===== src/rtl/micro_pc_sequencer.sv =====
// micro_pc_sequencer
//   Microprogram counter with a return-address stack. It takes the jump-decision signals and
//   produces the next microinstruction ROM address, one cycle after the inputs are sampled.
//
// Ports
//   CLK          clock; all state updates on the rising edge
//   Reset        synchronous, active-high reset
//   Hold         1 = freeze uPC, stack and flags; all other inputs ignored
//   pre_load     1 = take a non-sequential address this cycle
//   is_BSR       branch-to-subroutine qualifier (push return address, jump to S)
//   is_RET       return qualifier (pop return address into uPC)
//   S            BSR target, zero-extended to ADDR_W
//   D            jump target, low ADDR_W bits used
//   uPC          current microinstruction address (registered)
//   sp_depth     number of valid stack entries
//   stack_full   sp_depth == DEPTH
//   stack_empty  sp_depth == 0
//   stack_ovf    sticky: BSR attempted while full
//   stack_unf    sticky: RET attempted while empty
module micro_pc_sequencer #(
  parameter int unsigned ADDR_W     = 11,
  parameter int unsigned DEPTH      = 4,
  parameter logic [ADDR_W-1:0] RESET_ADDR = '0,
  localparam int unsigned SPW  = $clog2(DEPTH + 1),
  localparam int unsigned IDXW = (DEPTH > 1) ? $clog2(DEPTH) : 1
) (
  input  logic              CLK,
  input  logic              Reset,
  input  logic              Hold,
  input  logic              pre_load,
  input  logic              is_BSR,
  input  logic              is_RET,
  input  logic [9:0]        S,
  input  logic [10:0]       D,
  output logic [ADDR_W-1:0] uPC,
  output logic [SPW-1:0]    sp_depth,
  output logic              stack_full,
  output logic              stack_empty,
  output logic              stack_ovf,
  output logic              stack_unf
);

  localparam logic [SPW-1:0] FullCnt = SPW'(DEPTH);

  logic [ADDR_W-1:0] upc_q, upc_d;
  logic [SPW-1:0]    sp_q, sp_d;
  logic              ovf_q, ovf_d;
  logic              unf_q, unf_d;
  logic              push_en;
  logic [ADDR_W-1:0] stack_q [DEPTH];

  logic [ADDR_W-1:0] upc_inc;
  logic [ADDR_W-1:0] s_target;
  logic [ADDR_W-1:0] d_target;
  logic [ADDR_W-1:0] top_entry;
  logic [SPW-1:0]    sp_m1;
  logic [IDXW-1:0]   wr_idx;
  logic [IDXW-1:0]   rd_idx;
  logic              is_full;
  logic              is_empty;

  // Zero-extend both targets before trimming so any ADDR_W works.
  logic [ADDR_W+9:0]  s_ext;
  logic [ADDR_W+10:0] d_ext;

  assign s_ext    = {{ADDR_W{1'b0}}, S};
  assign d_ext    = {{ADDR_W{1'b0}}, D};
  assign s_target = s_ext[ADDR_W-1:0];
  assign d_target = d_ext[ADDR_W-1:0];

  assign upc_inc   = upc_q + ADDR_W'(1);
  assign is_full   = (sp_q == FullCnt);
  assign is_empty  = (sp_q == '0);
  assign sp_m1     = sp_q - SPW'(1);
  // Push slot is sp_q itself; only used when not full, so it stays in range.
  assign wr_idx    = sp_q[IDXW-1:0];
  assign rd_idx    = sp_m1[IDXW-1:0];
  assign top_entry = stack_q[rd_idx];

  always_comb begin
    upc_d   = upc_inc;
    sp_d    = sp_q;
    ovf_d   = ovf_q;
    unf_d   = unf_q;
    push_en = 1'b0;
    if (pre_load) begin
      if (is_BSR) begin
        // Jump is taken even when the push has to be dropped.
        upc_d = s_target;
        if (is_full) begin
          ovf_d = 1'b1;
        end else begin
          push_en = 1'b1;
          sp_d    = sp_q + SPW'(1);
        end
      end else if (is_RET) begin
        if (is_empty) begin
          unf_d = 1'b1;
        end else begin
          upc_d = top_entry;
          sp_d  = sp_m1;
        end
      end else begin
        upc_d = d_target;
      end
    end
  end

  always_ff @(posedge CLK) begin
    if (Reset) begin
      upc_q <= RESET_ADDR;
      sp_q  <= '0;
      ovf_q <= 1'b0;
      unf_q <= 1'b0;
      for (int i = 0; i < DEPTH; i++) begin
        stack_q[i] <= '0;
      end
    end else if (!Hold) begin
      upc_q <= upc_d;
      sp_q  <= sp_d;
      ovf_q <= ovf_d;
      unf_q <= unf_d;
      if (push_en) begin
        stack_q[wr_idx] <= upc_inc;
      end
    end
  end

  assign uPC         = upc_q;
  assign sp_depth    = sp_q;
  assign stack_full  = is_full;
  assign stack_empty = is_empty;
  assign stack_ovf   = ovf_q;
  assign stack_unf   = unf_q;

endmodule

===== config.mk =====
export PLATFORM = sky130hd
export DESIGN_NAME = micro_pc_sequencer
export DESIGN_NICKNAME = d
export VERILOG_FILES = /design/src/rtl/micro_pc_sequencer.sv
export SDC_FILE = /design/constraint.sdc
export NUM_CORES = 1
export LEC_CHECK = 0
export CORE_MARGIN = 2
export CORE_UTILIZATION = 25
export CTS_CLUSTER_DIAMETER = 40
export DETAILED_ROUTE_END_ITERATION = 8
export PLACE_DENSITY = 0.54
export SLEW_MARGIN = 20
export SYNTH_ARGS = -nofsm -noshare
export SYNTH_HDL_FRONTEND = slang
export SYNTH_SLANG_ARGS = --single-unit

===== constraint.sdc =====
create_clock -name CLK -period 3 [get_ports CLK]
set_clock_uncertainty 0.05 [all_clocks]
set_input_delay 0.6 -clock CLK [delete_from_list [all_inputs] [get_ports CLK]]
set_output_delay 0.6 -clock CLK [all_outputs]
set_load 0.02 [all_outputs]

==> metrics.md <==
| Metric | Value |
|---|---|
| Net Count, Synth | about 340 |
| Initial antenna violation count | 0 |
| RSZ-0062 raised after global routing | false |
| DP HPWL | ~7000 um |
| Hold Path Class | register to register |
| Clock Pin Slew Worst Setup and Hold Paths | approximately 50 ps |
| Syn avg cell area | about 11 um^2 |
| Post-layout min period | 2637 ps |
| Worst EP required | around 2400 ps |
| GRT Total Usage | 0.1394 |
| Finish-stage setup viols | 0 |
| Cell Area, Placed | ~0.004 mm^2 |
| Synth Flop Type | edfxtp_1 |
| Die Span Y | roughly 120 um |
| Core box area | between 0.01 and 0.015 mm^2 |
| First-pass GRT wire length | 15290 um |
| Setup CP Type | register to output port |
| Final Hold Fails | 0 |
| NumNets Final | 385 |
| Post-CTS Setup Repair Bufs | 0 |
| Max Clk Rate | ~380 MHz |
| Routability congestion estimate | approximately 0.83 |
| Leading cell type in the layout, fill and taps excluded | nor2_1 |
| Max VDD drop | 0.0003172 V |
| Crit end category | output port |
| Clock latency on the worst-skew pair | roughly 320 ps |
| Post-synthesis sequential area ratio | 0.5046 |
| CTS Sinks | 60 |
| First-pass DRT Iterations | 4 |
| Vias in the first global route | about 2800 |
| P&R area growth vs syn | 30.96% |
| Most frequent cells in the layout | nor2_1, clkdlybuf4s50_1, edfxtp_1 |
| N_diodes | 0 |
| Num rows | 41 |
| CTS max path bufs | 2 |
| Die width | roughly 120 um |
| Via density | about 5 |
| Drt drc | 0 |
| WL/cell | roughly 18 um |
| Final setup TNS | 0 ps |
| Finished Cell Area | 0.004260 mm^2 |
| Worst slew pin tran | 613.0 ps |
| Port bufs | 44 |
| Starting Density | 0.2567 |
| FILL cells | 1281 |
| Post-DRT Antenna Nets | 0 |
| CTS buffer count | 9 |
| Post-synth cell types | 57 |
| Worst rel slew slack | 0.5884 |
| Placed cell count | about 520 |
| Cts repair resizes | 0 |
| Asr flop ratio synth | 0 |
| DR iter-0 viols | around 290 |
| Hold buffer count at CTS | 0 |
| Max_cap viols | 0 |
| Fin crit share | 0.8789 |
| Die area | about 0.014 mm^2 |
| Post-synthesis cell count | slightly above 300 |
| Post-synth EDFFs | 44 |
| Cell Pwr Density | just over 600 mW/mm^2 |
| Synth warn | 0 |
| Total number of vias | about 2600 |
| Post-Route WL | about 9400 um |
| Netlist Area Pre-Place | between 0.003 and 0.004 mm^2 |
| Number of top-level pins | between 40 and 50 |
| Clock root buffer | clkbuf_16 |
| LEAKAGE | around 0.0014 uW |
| Slew Viols, Final | 0 |
| Final Non-Filler Cells | 531 |
| H-tree levels | 3 |
| Synth Register Bits | 60 |
| Status | finished clean |
| Crit path DAT | a little under 2000 ps |
| Largest net degree at the start of global routing | 24 |
| CTS tree | yes |
| Critical path fanouts, max | 5 |
| Share of cells above drive strength 1 | 0.1281 |
| Grt total ovfl | 0 |
| Startpoint class of the critical path | register |
[logic make-up (layout without fill, tap and decap cells)]
logic type / count (synthesis) / in the layout / share of synthesized area
and+or+nand+nor: 121 / 121 / 0.1777
AOI/OAI and AO/OA: 62 / 62 / 0.1408
DFF: 60 / 60 / 0.5046
buffers and inverters: 34 / 87 / 0.04692
muxes: 13 / 13 / 0.08231
xor gates and xnor gates: 12 / 12 / 0.03231
adders and majority gates: 4 / 4 / 0.01539
[synth_stat cells (2+ instances only)]
cell type  instances  share of area
mux2i_1            2         0.0062
a41oi_1            2         0.0054
o22ai_1            3         0.0058
a211oi_1           3         0.0069
o2111ai_1          2         0.0054
buf_2              8          0.012
nor2_1            59          0.068
xnor2_1           10          0.027
nand3_1            8          0.012
o21a_1             2         0.0046
buf_6              2         0.0069
and4_1             2         0.0054
inv_1             12          0.014
nor2b_1            3         0.0058
a21oi_1           15          0.023
a21o_1             2         0.0046
nor3b_2            2         0.0077
nand3b_1           2         0.0046
xor2_1             2         0.0054
mux4_2            11          0.076
or3_1              4         0.0077
a211o_1            2         0.0054
nand4_1            3         0.0058
nand2_1           15          0.017
a311oi_1           2         0.0054
nor3_1             9          0.014
ha_1               4          0.015
nand2b_1           6          0.012
o211ai_1           2         0.0046
a221oi_1           4          0.011
o21ai_0            6         0.0092
or4_1              3         0.0069
a2111oi_0          3         0.0081
edfxtp_1          44           0.41
clkbuf_1          10          0.012
dfxtp_1           16          0.098
[per-stage QoR]
stage | util | hold WS (ps) | power, uW | setup WS (ps)
2_1_floorplan | - | 520.4 | 1240 | 383.8
3_3_place_gp | 0.3092 | 409.2 | 1410 | 361.4
3_5_place_dp | 0.3092 | 419.3 | 1413 | 301.9
4_1_cts | 0.3362 | 438.1 | 2615 | 337.7
5_1_grt | 0.3362 | 460.0 | 2684 | 259.9
6_report | 0.3362 | 429.6 | 2595 | 363.4
[layer usage]
metal,up-vias,global-route usage,routed length (um)
li1,1241,-,-
met1,1287,0.1805,4142
met2,89,0.2215,4544
met3,13,0.03295,567
met4,0,0.06099,144
met5,-,0,0
[state kept, by name, indices dropped and copies added (netlist names)]
name	flops
sp_depth	3
stack_ovf	1
stack_q	44
stack_unf	1
uPC	11
[final timing paths]
| kind | startpoint | end | slack, ps | depth (start not counted) |
|---|---|---|---|---|
| max | sp_depth[1] | stack_full | 360 | 5 |
| min | stack_ovf | stack_ovf | 430 | 2 |
| max reg2reg | sp_depth[0] | stack_q[0][1] | 680 | 6 |
| min reg2reg | stack_ovf | stack_ovf | 430 | 2 |
[critical path, cell delays in order, from the launching register on]
cell and delay (ps):
dfxtp_1 310, inv_1 160, ha_1 290, nand2_1 200, inv_1 100, clkdlybuf4s50_1 600
[where the power goes]
part | total (uW) | internal [uW] | switching [uW] | leakage (uW)
clock | 1200 | 831 | 367 | 0.000169
sequential | 994 | 938 | 56.1 | 0.000586
combinational | 403 | 181 | 223 | 0.000682
total | 2600 | 1950 | 646 | 0.00144
[area by class of cell]
class / instances / area, um^2 / share of cell area
Clock buffer: 11 / 242.7 / 0.05698
Multi-Input combinational cell: 212 / 1466 / 0.3442
Inverter: 13 / 48.80 / 0.01145
Tap cell: 172 / 215.2 / 0.05051
Clock inverter: 5 / 100.1 / 0.02349
Sequential cell: 60 / 1642 / 0.3853
Timing Repair Buffer: 58 / 545.5 / 0.1280
No activity file was read; power rests on OpenSTA's default activity.
